==> config.mk <==
export PLATFORM = sky130hd
export DESIGN_NAME = lector_datos_bcd
export DESIGN_NICKNAME = d
export VERILOG_FILES = /design/src/rtl/lector_pkg.sv /design/src/rtl/acumulador_bcd.sv /design/src/rtl/lector_datos_bcd.sv
export SDC_FILE = /design/constraint.sdc
export NUM_CORES = 1
export LEC_CHECK = 0
export ABC_AREA = 1
export BUFFER_PORTS_ARGS = -buffer_cell sky130_fd_sc_hd__buf_2
export CAP_MARGIN = 30
export CORE_MARGIN = 2
export CORE_UTILIZATION = 45
export DETAILED_ROUTE_END_ITERATION = 8
export HOLD_SLACK_MARGIN = 0.15
export PLACE_DENSITY = 0.65
export SLEW_MARGIN = 20
export SYNTH_ARGS = -nofsm -noshare
export SYNTH_HDL_FRONTEND = slang
export SYNTH_HIERARCHICAL = 1
export SYNTH_SLANG_ARGS = --single-unit
==> constraint.sdc <==
create_clock -name clk -period 3.9 [get_ports clk]
set_clock_uncertainty 0.15 [all_clocks]
set_input_delay 0.39 -clock clk [delete_from_list [all_inputs] [get_ports clk]]
set_output_delay 0.39 -clock clk [all_outputs]
set_load 0.1 [all_outputs]
==> src/rtl/lector_pkg.sv <==
// Shared types and constants for the BCD operand reader.
package lector_pkg;

  typedef enum logic [2:0] {
    IDLE,
    PEDIR,
    ESPERAR,
    ACUMULAR,
    FIN
  } estado_lector_t;

  localparam logic [3:0] BCD_MAX = 4'd9;

  // Smallest binary width able to hold 10^num_digitos - 1.
  function automatic int unsigned ancho_bin_minimo(input int unsigned num_digitos);
    longint unsigned techo;
    int unsigned     bits;
    techo = 64'd1;
    for (int unsigned i = 0; i < num_digitos; i++) techo = techo * 64'd10;
    bits = 0;
    while ((64'd1 << bits) < techo) bits++;
    return bits;
  endfunction

endpackage

==> src/rtl/acumulador_bcd.sv <==
// Combinational decimal accumulate step: acc*10 + digit, plus invalid-digit flag.
module acumulador_bcd
  import lector_pkg::*;
#(
  parameter int unsigned ANCHO_BIN = 10
) (
  input  logic [ANCHO_BIN-1:0] acc,
  input  logic [3:0]           digito,
  output logic [ANCHO_BIN-1:0] acc_siguiente,
  output logic                 digito_invalido
);

  always_comb begin
    acc_siguiente   = (acc << 3) + (acc << 1) + ANCHO_BIN'(digito);
    digito_invalido = (digito > BCD_MAX);
  end

endmodule

==> src/rtl/lector_datos_bcd.sv <==
// Reads two multi-digit BCD operands from storage, one digit per request,
// and converts each to binary.
module lector_datos_bcd
  import lector_pkg::*;
#(
  parameter int unsigned NUM_DIGITOS = 3,
  parameter int unsigned ANCHO_BIN   = 10,
  parameter int unsigned LAT_LECTURA = 1
) (
  input  logic                           clk,
  input  logic                           rst,
  input  logic                           iniciar,
  input  logic                           cancelar,
  input  logic [3:0]                     digito_leido,
  output logic                           leer,
  output logic                           sel_numero,
  output logic [$clog2(NUM_DIGITOS)-1:0] indice_lectura,
  output logic [ANCHO_BIN-1:0]           numero1_bin,
  output logic [ANCHO_BIN-1:0]           numero2_bin,
  output logic                           ocupado,
  output logic                           listo,
  output logic                           error_bcd
);

  localparam int unsigned   IW        = $clog2(NUM_DIGITOS);
  localparam logic [IW-1:0] IDX_MAX   = IW'(NUM_DIGITOS - 1);
  localparam logic [1:0]    CNT_CARGA = 2'(LAT_LECTURA - 1);

  if (ANCHO_BIN < ancho_bin_minimo(NUM_DIGITOS)) begin : g_ancho_insuficiente
    $error("ANCHO_BIN too narrow for NUM_DIGITOS");
  end
  if (LAT_LECTURA < 1 || LAT_LECTURA > 3) begin : g_latencia_invalida
    $error("LAT_LECTURA must be in 1..3");
  end

  estado_lector_t       estado;
  logic [1:0]           contador;
  logic [3:0]           digito_capturado;
  logic [ANCHO_BIN-1:0] acc;
  logic [ANCHO_BIN-1:0] acc_siguiente;
  logic                 digito_invalido;

  acumulador_bcd #(
    .ANCHO_BIN(ANCHO_BIN)
  ) u_acumulador (
    .acc             (acc),
    .digito          (digito_capturado),
    .acc_siguiente   (acc_siguiente),
    .digito_invalido (digito_invalido)
  );

  // leer and listo are registered: raised on the transition into PEDIR / FIN.
  always_ff @(posedge clk) begin
    if (rst) begin
      estado           <= IDLE;
      contador         <= '0;
      digito_capturado <= '0;
      acc              <= '0;
      leer             <= 1'b0;
      sel_numero       <= 1'b0;
      indice_lectura   <= '0;
      numero1_bin      <= '0;
      numero2_bin      <= '0;
      ocupado          <= 1'b0;
      listo            <= 1'b0;
      error_bcd        <= 1'b0;
    end else begin
      leer  <= 1'b0;
      listo <= 1'b0;
      if (cancelar && estado != IDLE) begin
        estado      <= IDLE;
        ocupado     <= 1'b0;
        numero1_bin <= '0;
        numero2_bin <= '0;
      end else begin
        unique case (estado)
          IDLE: begin
            if (iniciar && !cancelar) begin
              estado         <= PEDIR;
              leer           <= 1'b1;
              ocupado        <= 1'b1;
              sel_numero     <= 1'b0;
              indice_lectura <= IDX_MAX;
              acc            <= '0;
              error_bcd      <= 1'b0;
            end
          end
          PEDIR: begin
            contador <= CNT_CARGA;
            estado   <= ESPERAR;
          end
          ESPERAR: begin
            if (contador == '0) begin
              digito_capturado <= digito_leido;
              estado           <= ACUMULAR;
            end else begin
              contador <= contador - 2'd1;
            end
          end
          ACUMULAR: begin
            acc <= acc_siguiente;
            if (digito_invalido) begin
              error_bcd   <= 1'b1;
              numero1_bin <= '0;
              numero2_bin <= '0;
              listo       <= 1'b1;
              estado      <= FIN;
            end else if (indice_lectura != '0) begin
              indice_lectura <= indice_lectura - IW'(1);
              leer           <= 1'b1;
              estado         <= PEDIR;
            end else if (!sel_numero) begin
              numero1_bin    <= acc_siguiente;
              acc            <= '0;
              sel_numero     <= 1'b1;
              indice_lectura <= IDX_MAX;
              leer           <= 1'b1;
              estado         <= PEDIR;
            end else begin
              numero2_bin <= acc_siguiente;
              listo       <= 1'b1;
              estado      <= FIN;
            end
          end
          FIN: begin
            estado  <= IDLE;
            ocupado <= 1'b0;
          end
          default: estado <= IDLE;
        endcase
      end
    end
  end

endmodule

==> flow_metrics.py, run 1 <==
metrics = {
    "cts": {
        "clk_latency_ns": 0.31,
        "cts-root-buf": "clkbuf_8",
        "cts_setup_buffers": 0,
        "h-tree-depth": 2,
        "numClockSinks": 45,
        "cts-hold-fix-buffers": 0,
        "cts.clk_slew.worst_paths_ns": 0.08,
        "cts_made_buffers": 5,
        "cts_buffer_depth": 2,
        "cts-resized-gates": 0,
        "cts_tree": "yes",
    },
    "synthesis": {
        "synthesis.instances": 309,
        "netlist_area_sq_um": 2343,
        "syn_nets": 336,
        "syn_area_per_cell_sq_um": 7.584,
        "yosys_warnings": 6,
    },
    "sta": {
        "drv_slew": 0,
        "fin_ws_ns": 1.641,
        "fmax_mhz": 442.7,
        "relSlewSlack": 0.4341,
        "min_period_over_period": 0.5792,
        "rsz0062_at_grt": "no",
        "setup_viol": 0,
        "worst_pin_slew_ns": 0.8432,
        "whs_ns": 0.1804,
        "hold_viol": 0,
        "fin_tns_setup_ns": 0,
        "fin_crit_ns": 2.259,
    },
    "floorplan": {
        "io_pins": 35,
        "dieArea_sq_um": 5801,
        "fp.coreArea_sq_um": 5075,
        "rows": 26,
        "start_util": 0.4618,
        "die_w_um": 76.17,
        "die_h_um": 76.17,
    },
    "pwr": {
        "combinationalPowerShare": 0.245,
        "total_leakage_power_nw": 1.200,
        "clock_power_share": 0.285,
        "power_density_nw_per_um2": 409.7,
        "power.switching_w": 0.0003810,
        "seq_power_share": 0.470,
        "switching_share": 0.3542,
        "ir_drop_mv": 0.2801,
        "intPower_w": 0.0006946,
    },
    "placement": {
        "dp_hpwl_mm": 3.820,
        "numPortBuffers": 34,
        "post-place-ws_ns": 1.650,
        "place_congestion": 0.7852,
    },
    "detailed_routing": {
        "via_per_inst": 4.988,
        "first_pass_iters": 4,
        "drtIter0Drc": 105,
        "wl_per_cell_um": 12.47,
        "drc": 0,
        "vias": 2050,
        "drt-total-wl_mm": 5.125,
        "postRouteAntennaNets": 0,
    },
    "worst_setup_path": {
        "required_ns": 3.99,
        "cp_common_cell": "nand2_1",
        "path_cells": "fa_1, fa_1, nand2_1, nand2_1, nand3b_1, nand3_1, nand2_1, nand4_1, a21oi_1",
        "crit_fanout": 3,
        "crit_type": "register to register",
        "r2r_cells": 9,
        "critPathArrivalTime_ns": 2.35,
        "endpoint_kind": "register",
        "worst_path_max_delay_cell": "fa_1",
        "critPathTopFamily": "adder cells",
        "cp.depth": 9,
        "start_kind": "register",
        "slowest_delay_ns": 0.49,
        "path_buf_inv": 0,
    },
    "layout": {
        "utilization": 0.5173,
        "final_cell_mix": "nand2_1 (81), dfxtp_1 (45), a21oi_1 (37)",
        "area_growth_pct": 12.01,
        "layout.nets": 367,
        "n_antenna_cell": 0,
        "mostFrequentLayoutCell": "nand2_1",
        "drive_gt1_frac": 0.1701,
    },
    "worst_hold_path": {
        "whs_path_depth": 3,
        "hold_class": "input port to register",
    },
    "grt": {
        "grtUsageTotal": 0.1945,
        "antenna_found_initial": 0,
        "grt_pass1_vias": 1942,
        "grt_max_degree": 28,
        "grt_overflow": 0,
        "grt_pass1_wl_mm": 9.114,
    },
    "flow_run": {
        "drv_cap": 0,
    },
    "run_status": {
        "status": "finished clean",
    },
}
final timing paths:
kind	startpoint	endpoint	slack [ns]
max	acc[2]	acc[8]	1.64
min	digito_leido[0]	digito_capturado[0]	0.18
max reg2reg	acc[2]	acc[8]	1.64
min reg2reg	numero1_bin[4]	numero1_bin[4]	0.31
worst register-to-register path, cell delays in order (launching register included):
cell and delay (ns):
dfxtp_1 0.40, fa_1 0.49, fa_1 0.48, nand2_1 0.09, nand2_1 0.06, nand3b_1 0.10
nand3_1 0.07, nand2_1 0.11, nand4_1 0.11, a21oi_1 0.14
layout make-up:
class | count | area (sq um)
clock inverters | 2 | 13.76
clock buffers | 6 | 82.58
fillers | 529 | 2450
inverters | 30 | 112.6
well taps | 70 | 87.58
multi-input cells | 224 | 1257
flip-flops and latches | 45 | 900.9
repair buffers | 34 | 170.2
power by group through the flow:
stage	Sequential, W	Clock (W)	Combinational [W]
2_1_floorplan	0.000564	0	0.000181
3_3_place_gp	0.000517	0	0.000260
3_5_place_dp	0.000517	0	0.000262
4_1_cts	0.000506	0.000313	0.000265
5_1_grt	0.000511	0.000337	0.000295
6_report	0.000506	0.000306	0.000263
sequential cells by signal (all words and copies together), names as in the netlist:
| register | cells |
|---|---|
| leer | 1 |
| contador | 2 |
| sel_numero | 1 |
| indice_lectura | 2 |
| digito_capturado | 4 |
| acc | 9 |
| ocupado | 1 |
| numero1_bin | 10 |
| numero2_bin | 10 |
| error_bcd | 1 |
| listo | 1 |
| estado | 3 |
metal layers:
metal,track usage,up-vias,share of wire
met4,0.05455,0,0.013
met3,0.04621,6,0.048
met5,0,-,0
met1,0.2539,915,0.46
met2,0.3232,51,0.47
li1,-,1078,-
metrics by stage:
step / power [W] / instances / instance area (sq um)
final: 0.001076 / 411 / 2625
after floorplan: 0.0007453 / 309 / 2344
after detailed placement: 0.0007793 / 403 / 2529
after global placement: 0.0007767 / 403 / 2529
after CTS: 0.001084 / 411 / 2625
after global routing: 0.001143 / 411 / 2625
(Power assumes the default switching activity.)
==> run 2: changes to the inputs <==
--- a/config.mk
+++ b/config.mk
@@ -5,14 +5,14 @@
 export SDC_FILE = /design/constraint.sdc
 export NUM_CORES = 1
 export LEC_CHECK = 0
-export ABC_AREA = 1
+export ABC_AREA = 0
 export BUFFER_PORTS_ARGS = -buffer_cell sky130_fd_sc_hd__buf_2
 export CAP_MARGIN = 30
 export CORE_MARGIN = 2
 export CORE_UTILIZATION = 45
 export DETAILED_ROUTE_END_ITERATION = 8
 export HOLD_SLACK_MARGIN = 0.15
-export PLACE_DENSITY = 0.65
+export PLACE_DENSITY = 0.68
 export SLEW_MARGIN = 20
 export SYNTH_ARGS = -nofsm -noshare
 export SYNTH_HDL_FRONTEND = slang
==> constraint.sdc (replaced) <==
create_clock -name clk -period 1.9 [get_ports clk]
set_clock_uncertainty 0.15 [all_clocks]
set_input_delay 0.19 -clock clk [delete_from_list [all_inputs] [get_ports clk]]
set_output_delay 0.19 -clock clk [all_outputs]
set_load 0.1 [all_outputs]
==> run 2 against run 1 <==
Net effect:
- worst hold slack got worse by 0.0045 ns
- global-route usage increased by 1.5 points
- synthesized cell count decreased by 25%
- setup slack got worse by 2.2 ns
- design area increased by 16%
- critical path depth decreased by 1
- power increased by 83%
- the flow now finishes with violations (negative setup slack)
- sequential power increased by 92%
- die area decreased by 6.2%
- via count decreased by 4.2%
==> flow_metrics.py, run 2 <==
metrics = {
    "sta": {
        "min_period_over_period": 1.290,
        "fmax_mhz": 408.1,
        "relSlewSlack": 0.5981,
        "fin_ws_ns": -0.5501,
        "rsz0062_at_grt": "yes",
        "setup_viol": 20,
        "worst_pin_slew_ns": 0.6027,
        "fin_crit_ns": 2.450,
        "hold_viol": 0,
        "drv_slew": 0,
    },
    "cts": {
        "cts-root-buf": "clkbuf_8",
        "h-tree-depth": 2,
        "cts_tree": "yes",
        "cts_buffer_depth": 2,
        "cts_made_buffers": 5,
        "clk_latency_ns": 0.30,
        "numClockSinks": 45,
        "cts.clk_slew.worst_paths_ns": 0.09,
    },
    "layout": {
        "utilization": 0.6453,
        "mostFrequentLayoutCell": "dfxtp_1",
        "final_cell_mix": "dfxtp_1 (39), nor2_1 (36), buf_2 (35)",
        "top_regs": "numero1_bin: 10 flops, numero2_bin: 10 flops, acc: 9 flops",
        "multi_input_area_sq_um": 1373,
        "seqCellArea_sq_um": 913.4,
        "layout.nets": 329,
        "area_growth_pct": 39.12,
        "drive_gt1_frac": 0.4158,
        "fillCellCount": 364,
        "stdcell_count": 370,
        "n_antenna_cell": 0,
    },
    "worst_setup_path": {
        "crit_fanout": 3,
        "r2r_start": "acc[2]",
        "critPathTopFamily": "adder cells",
        "r2r_cells": 8,
        "path_buf_inv": 0,
        "required_ns": 1.96,
        "r2r_setup_slack_ns": -0.55,
        "worst_path_max_delay_cell": "fa_1",
        "path_cells": "fa_1, ha_1, a21o_1, a21oi_4, o21ai_2, xor2_1, nor4b_2, a31o_2",
        "crit_type": "register to register",
        "slowest_delay_ns": 0.59,
        "start_kind": "register",
        "critPathArrivalTime_ns": 2.51,
        "reg2reg_to": "acc[7]",
        "endpoint_kind": "register",
    },
    "synthesis": {
        "netlist_area_sq_um": 2191,
        "syn_nets": 260,
        "syn_area_per_cell_sq_um": 9.403,
        "synthesis.instances": 233,
        "yosys_warnings": 6,
    },
    "detailed_routing": {
        "vias": 1964,
        "via_per_inst": 5.308,
        "wl_per_cell_um": 14.46,
        "drtIter0Drc": 87,
        "postRouteAntennaNets": 0,
        "first_pass_iters": 4,
        "drt-total-wl_mm": 5.350,
        "drc": 0,
    },
    "placement": {
        "dpl.cell_count": 353,
        "place_congestion": 0.8171,
        "dp_hpwl_mm": 3.773,
        "numPortBuffers": 34,
    },
    "worst_hold_path": {
        "whs_path_depth": 2,
        "hold_class": "input port to register",
        "min_to": "digito_capturado[1]",
        "hold_path.startpoint": "rst",
    },
    "grt": {
        "grt_max_degree": 27,
        "grt_pass1_wl_mm": 8.749,
        "grt_pass1_vias": 1894,
        "grt_overflow": 0,
        "grtUsageTotal": 0.2097,
        "antenna_found_initial": 0,
    },
    "pwr": {
        "power_density_nw_per_um2": 644.7,
        "power_w": 0.001965,
        "ir_drop_mv": 0.3318,
        "total_leakage_power_nw": 1.378,
    },
    "flow_run": {
        "drv_cap": 0,
    },
    "run_status": {
        "violations": "negative setup slack",
        "status": "finished with violations",
    },
    "floorplan": {
        "start_util": 0.4638,
        "fp.coreArea_sq_um": 4723,
        "io_pins": 35,
        "dieArea_sq_um": 5443,
        "die_w_um": 73.78,
        "die_h_um": 73.78,
        "rows": 25,
    },
}
==> run 2: cell types whose count changed in the layout (fill, tap and decap cells not counted), moves of 9 or more <==
cell	previous run	this run
buf_4	0	31
a21oi_1	37	7
nand3_1	19	0
a31o_2	0	9
nand4_1	11	0
nor2_1	22	36
a22oi_2	0	12
nand2_1	81	9
inv_1	29	8
==> run 2: repair_timing <==
| item | 4_1_cts | 5_1_grt |
|---|---|---|
| endpoints found under the setup margin | 20 | 22 |
| hold buffers | 5 | 0 |
| buffers inserted | 3 | 0 |
| hold endpoints to repair | 5 | 0 |
| cloned | 0 | 1 |
| pin swaps | 14 | 12 |
| resized for setup | 24 | 11 |
==> run 2: worst max path at each step <==
stage                                   start  endpoint  slack [ns]  cells after the start
final                                  acc[2]    acc[7]       -0.55                      8
after global routing                   acc[2]    acc[7]       -0.62                      8
after CTS                              acc[2]    acc[7]       -0.51                      8
after detailed placement  digito_capturado[3]    acc[7]       -0.54                      8
after global placement    digito_capturado[3]    acc[7]       -0.46                      8
after floorplan           digito_capturado[3]    acc[7]       -0.42                      8
==> run 2: area by class of cell <==
cell class / instances / area share
Timing Repair Buffer: 77 / 0.1753
Tap cell: 67 / 0.02750
Multi-Input combinational cell: 165 / 0.4503
Inverter: 8 / 0.009852
Sequential cell: 45 / 0.2997
Clock buffer: 5 / 0.02258
Clock inverter: 3 / 0.01478
==> run 2: metal layers <==
metal | GRT usage | wire, um
met1 | 0.2686 | 2470
met2 | 0.3502 | 2632
met3 | 0.04390 | 167
met4 | 0.06869 | 80
met5 | 0 | 0
==> run 2: stage by stage <==
step                      hold WS [ns]  setup TNS (ns)  setup slack (ns)  cell area [sq um]
after floorplan                 0.1838          -3.730           -0.4160               2216
after global placement          0.2778          -6.218           -0.4594               2665
after detailed placement        0.2862          -7.255           -0.5390               2665
after CTS                       0.1570          -7.467           -0.5081               2982
after global routing            0.1818          -9.303           -0.6197               3048
final                           0.1759          -7.953           -0.5501               3048
==> run 2: worst reg2reg max path: cells and delay by family (launching register included) <==
kind | cells | cell delay, ns
and+or+nand+nor | 1 | 0.16
DFF | 1 | 0.34
AOI/OAI and AO/OA | 4 | 0.71
xor gates and xnor gates | 1 | 0.17
adders and majority gates | 2 | 0.83
==> run 2: where the power goes <==
| part | switching, W | internal [W] |
|---|---|---|
| clock | 0.000341 | 0.000395 |
| combinational | 0.000170 | 0.0000902 |
| sequential | 0.0000117 | 0.000957 |
| total | 0.000523 | 0.00144 |
==> run 3: changes to the inputs <==
--- a/config.mk
+++ b/config.mk
@@ -16,5 +16,4 @@
 export SLEW_MARGIN = 20
 export SYNTH_ARGS = -nofsm -noshare
 export SYNTH_HDL_FRONTEND = slang
-export SYNTH_HIERARCHICAL = 1
 export SYNTH_SLANG_ARGS = --single-unit
==> constraint.sdc (replaced) <==
create_clock -name clk -period 2 [get_ports clk]
set_clock_uncertainty 0.15 [all_clocks]
set_input_delay 0.2 -clock clk [delete_from_list [all_inputs] [get_ports clk]]
set_output_delay 0.2 -clock clk [all_outputs]
set_load 0.1 [all_outputs]
==> run 3 against run 2 <==
Net effect:
- the run still ends with negative setup slack left
- sequential share of layout area rose by 0.49 points
- flip-flop and latch count did not move
- setup slack improved by 0.13 ns
- clock power fell by 8.4%
- first-iteration DRC count rose by 47%
- critical path type unchanged
- highest routed layer unchanged
==> flow_metrics.py, run 3 <==
metrics = {
    "synthesis": {
        "netlist_area_sq_um": 2225,
        "yosysTopAreaCell": "dfxtp_1",
        "synthFlopType": "dfxtp_1",
        "synth_seq_cells": 45,
        "synthArstFlopShare": 0,
        "ys_top_cells_by_count": "dfxtp_1 (45), nor2_1 (35), a22oi_1 (21)",
        "synth_cell_types": 41,
        "syn_area_per_cell_sq_um": 8.863,
        "synth_top_cell_area_share": 0.4049,
        "syn_nets": 278,
        "yosysSeqAreaShare": 0.4049,
        "synthesis.instances": 251,
        "ys_top_cells_by_area": "dfxtp_1 (40%), ha_1 (9.6%), a22oi_1 (7.1%), nor2_1 (5.9%), a21oi_1 (2.5%)",
        "yosys_warnings": 0,
        "synth-edff-count": 0,
        "synth_most_common_cell": "dfxtp_1",
    },
    "sta": {
        "fin_tns_setup_ns": -5.684,
        "drv_slew": 0,
        "setup_viol": 20,
        "fin_ws_ns": -0.4183,
        "relSlewSlack": 0.6202,
        "fin_crit_ns": 2.418,
        "min_period_over_period": 1.209,
        "fmax_mhz": 413.5,
        "worst_pin_slew_ns": 0.5637,
        "hold_viol": 0,
        "rsz0062_at_grt": "yes",
    },
    "worst_setup_path": {
        "endpoint_kind": "register",
        "crit_fanout": 3,
        "required_ns": 2.09,
        "crit_type": "register to register",
        "critPathArrivalTime_ns": 2.50,
        "start_kind": "register",
        "r2r_setup_slack_ns": -0.42,
    },
    "worst_hold_path": {
        "hold_class": "input port to register",
    },
    "pwr": {
        "switching_share": 0.2569,
        "ir_drop_mv": 0.3512,
        "clock_power_share": 0.372,
        "power_w": 0.001809,
        "seq_power_share": 0.511,
        "power.switching_w": 0.0004646,
        "combinationalPowerShare": 0.117,
        "intPower_w": 0.001344,
        "total_leakage_power_nw": 1.284,
        "power_density_nw_per_um2": 603.1,
    },
    "layout": {
        "drive_gt1_frac": 0.3387,
        "mostFrequentLayoutCell": "dfxtp_1",
        "n_antenna_cell": 0,
        "fin_area_sq_um": 2999,
        "top_regs": "numero1_bin: 10 flops, numero2_bin: 10 flops, acc: 9 flops",
        "final_cell_mix": "dfxtp_1 (39), nor2_1 (35), buf_2 (34)",
        "layout.nets": 340,
        "area_growth_pct": 34.81,
        "stdcell_count": 380,
    },
    "grt": {
        "antenna_found_initial": 0,
        "grt_pass1_wl_mm": 8.763,
        "grt_overflow": 0,
        "grtUsageTotal": 0.2120,
        "grt_pass1_vias": 1834,
        "grt_max_degree": 27,
    },
    "floorplan": {
        "dieArea_sq_um": 5522,
        "start_util": 0.4679,
        "die_w_um": 74.31,
        "io_pins": 35,
        "fp.coreArea_sq_um": 4755,
        "die_h_um": 74.31,
        "rows": 25,
    },
    "cts": {
        "clk_latency_ns": 0.30,
        "cts_buffer_depth": 2,
        "cts_made_buffers": 5,
        "cts.clk_slew.worst_paths_ns": 0.08,
        "numClockSinks": 45,
        "cts_tree": "yes",
        "cts-root-buf": "clkbuf_8",
        "h-tree-depth": 2,
    },
    "detailed_routing": {
        "first_pass_iters": 4,
        "drt-total-wl_mm": 5.622,
        "drtIter0Drc": 128,
        "postRouteAntennaNets": 0,
        "via_per_inst": 5.361,
        "wl_per_cell_um": 14.79,
        "vias": 2037,
        "drc": 0,
    },
    "placement": {
        "dp_hpwl_mm": 3.957,
        "numPortBuffers": 34,
        "dpl.cell_count": 365,
        "place_congestion": 0.8605,
        "place_area_sq_um": 2675,
        "post-place-ws_ns": -0.3848,
    },
    "flow_run": {
        "drv_cap": 0,
    },
    "run_status": {
        "violations": "negative setup slack",
        "status": "finished with violations",
    },
}
==> run 3: cell count changes in the layout (fill, tap and decap cells not counted), moves of 4 or more <==
cell	change
a22oi_1	+10
a22oi_2	-9
a31o_2	-9
a31oi_1	+4
inv_2	+4
nand3_1	+7
nor4b_1	-5
or3_1	+5
==> run 3: path summary, 6_finish.rpt <==
path	from	cells after the start	end
min reg2reg	contador[1]	2	contador[1]
max	digito_capturado[3]	9	acc[8]
min	rst	2	sel_numero
max reg2reg	digito_capturado[3]	9	acc[8]
==> run 3: layer usage <==
metal	wire length [um]	part of all wire	vias up	GRT usage
met1	2641	0.47	970	0.2691
met5	0	0	-	0
met4	105	0.019	0	0.08730
met3	239	0.043	9	0.04065
li1	-	-	1012	-
met2	2636	0.47	46	0.3552
==> run 3: cell type report <==
class,count,area (sq um)
fillers,434,1755
flip-flops and latches,45,913.4
multi-input cells,179,1399
repair buffers,69,450.4
inverters,13,48.80
clock buffers,5,68.82
well taps,67,83.83
clock inverters,2,35.03
==> run 3: cells by family (layout without fill, tap and decap cells) <==
kind of cell	Yosys count	after routing	share of synthesized area
flops	45	45	0.4049
xor+xnor	6	6	0.02362
fa+ha+maj	19	19	0.1136
compound gates	60	60	0.1867
mux	4	4	0.01800
buf+inv	27	89	0.05118
simple gates	90	90	0.2019
==> run 3: power groups by stage <==
stage | Clock (W) | Sequential, W | Combinational [W]
after floorplan | 0 | 0.000983 | 0.000111
after global placement | 0 | 0.000944 | 0.000196
after detailed placement | 0 | 0.000945 | 0.000199
after global routing | 0.000715 | 0.000927 | 0.000228
after CTS | 0.000681 | 0.000924 | 0.000210
final | 0.000674 | 0.000924 | 0.000211
==> run 3: stage by stage <==
step,hold WS (ns),util
floorplan,0.1939,-
CTS,0.1554,0.6200
global placement,0.2860,0.5626
detailed placement,0.2945,0.5626
finish,0.1550,0.6308
global route,0.1725,0.6308
==> run 3: repair_timing <==
item                                   in CTS  in global routing
setup endpoints to repair                  20                 23
hold buffers                                4                  0
endpoints found under the hold margin       4                  0
setup buffers                               4                  2
resized for setup                          19                 11
gates cloned                                0                  0
pin swaps                                  10                  9
==> run 3: critical path, cell delays in order, from the launching register on <==
cell,delay [ns]
dfxtp_2,0.34
inv_2,0.04
fa_1,0.57
buf_4,0.12
fa_2,0.23
nor2b_4,0.06
o31a_1,0.27
o311ai_2,0.33
a22oi_1,0.13
nor2_1,0.12
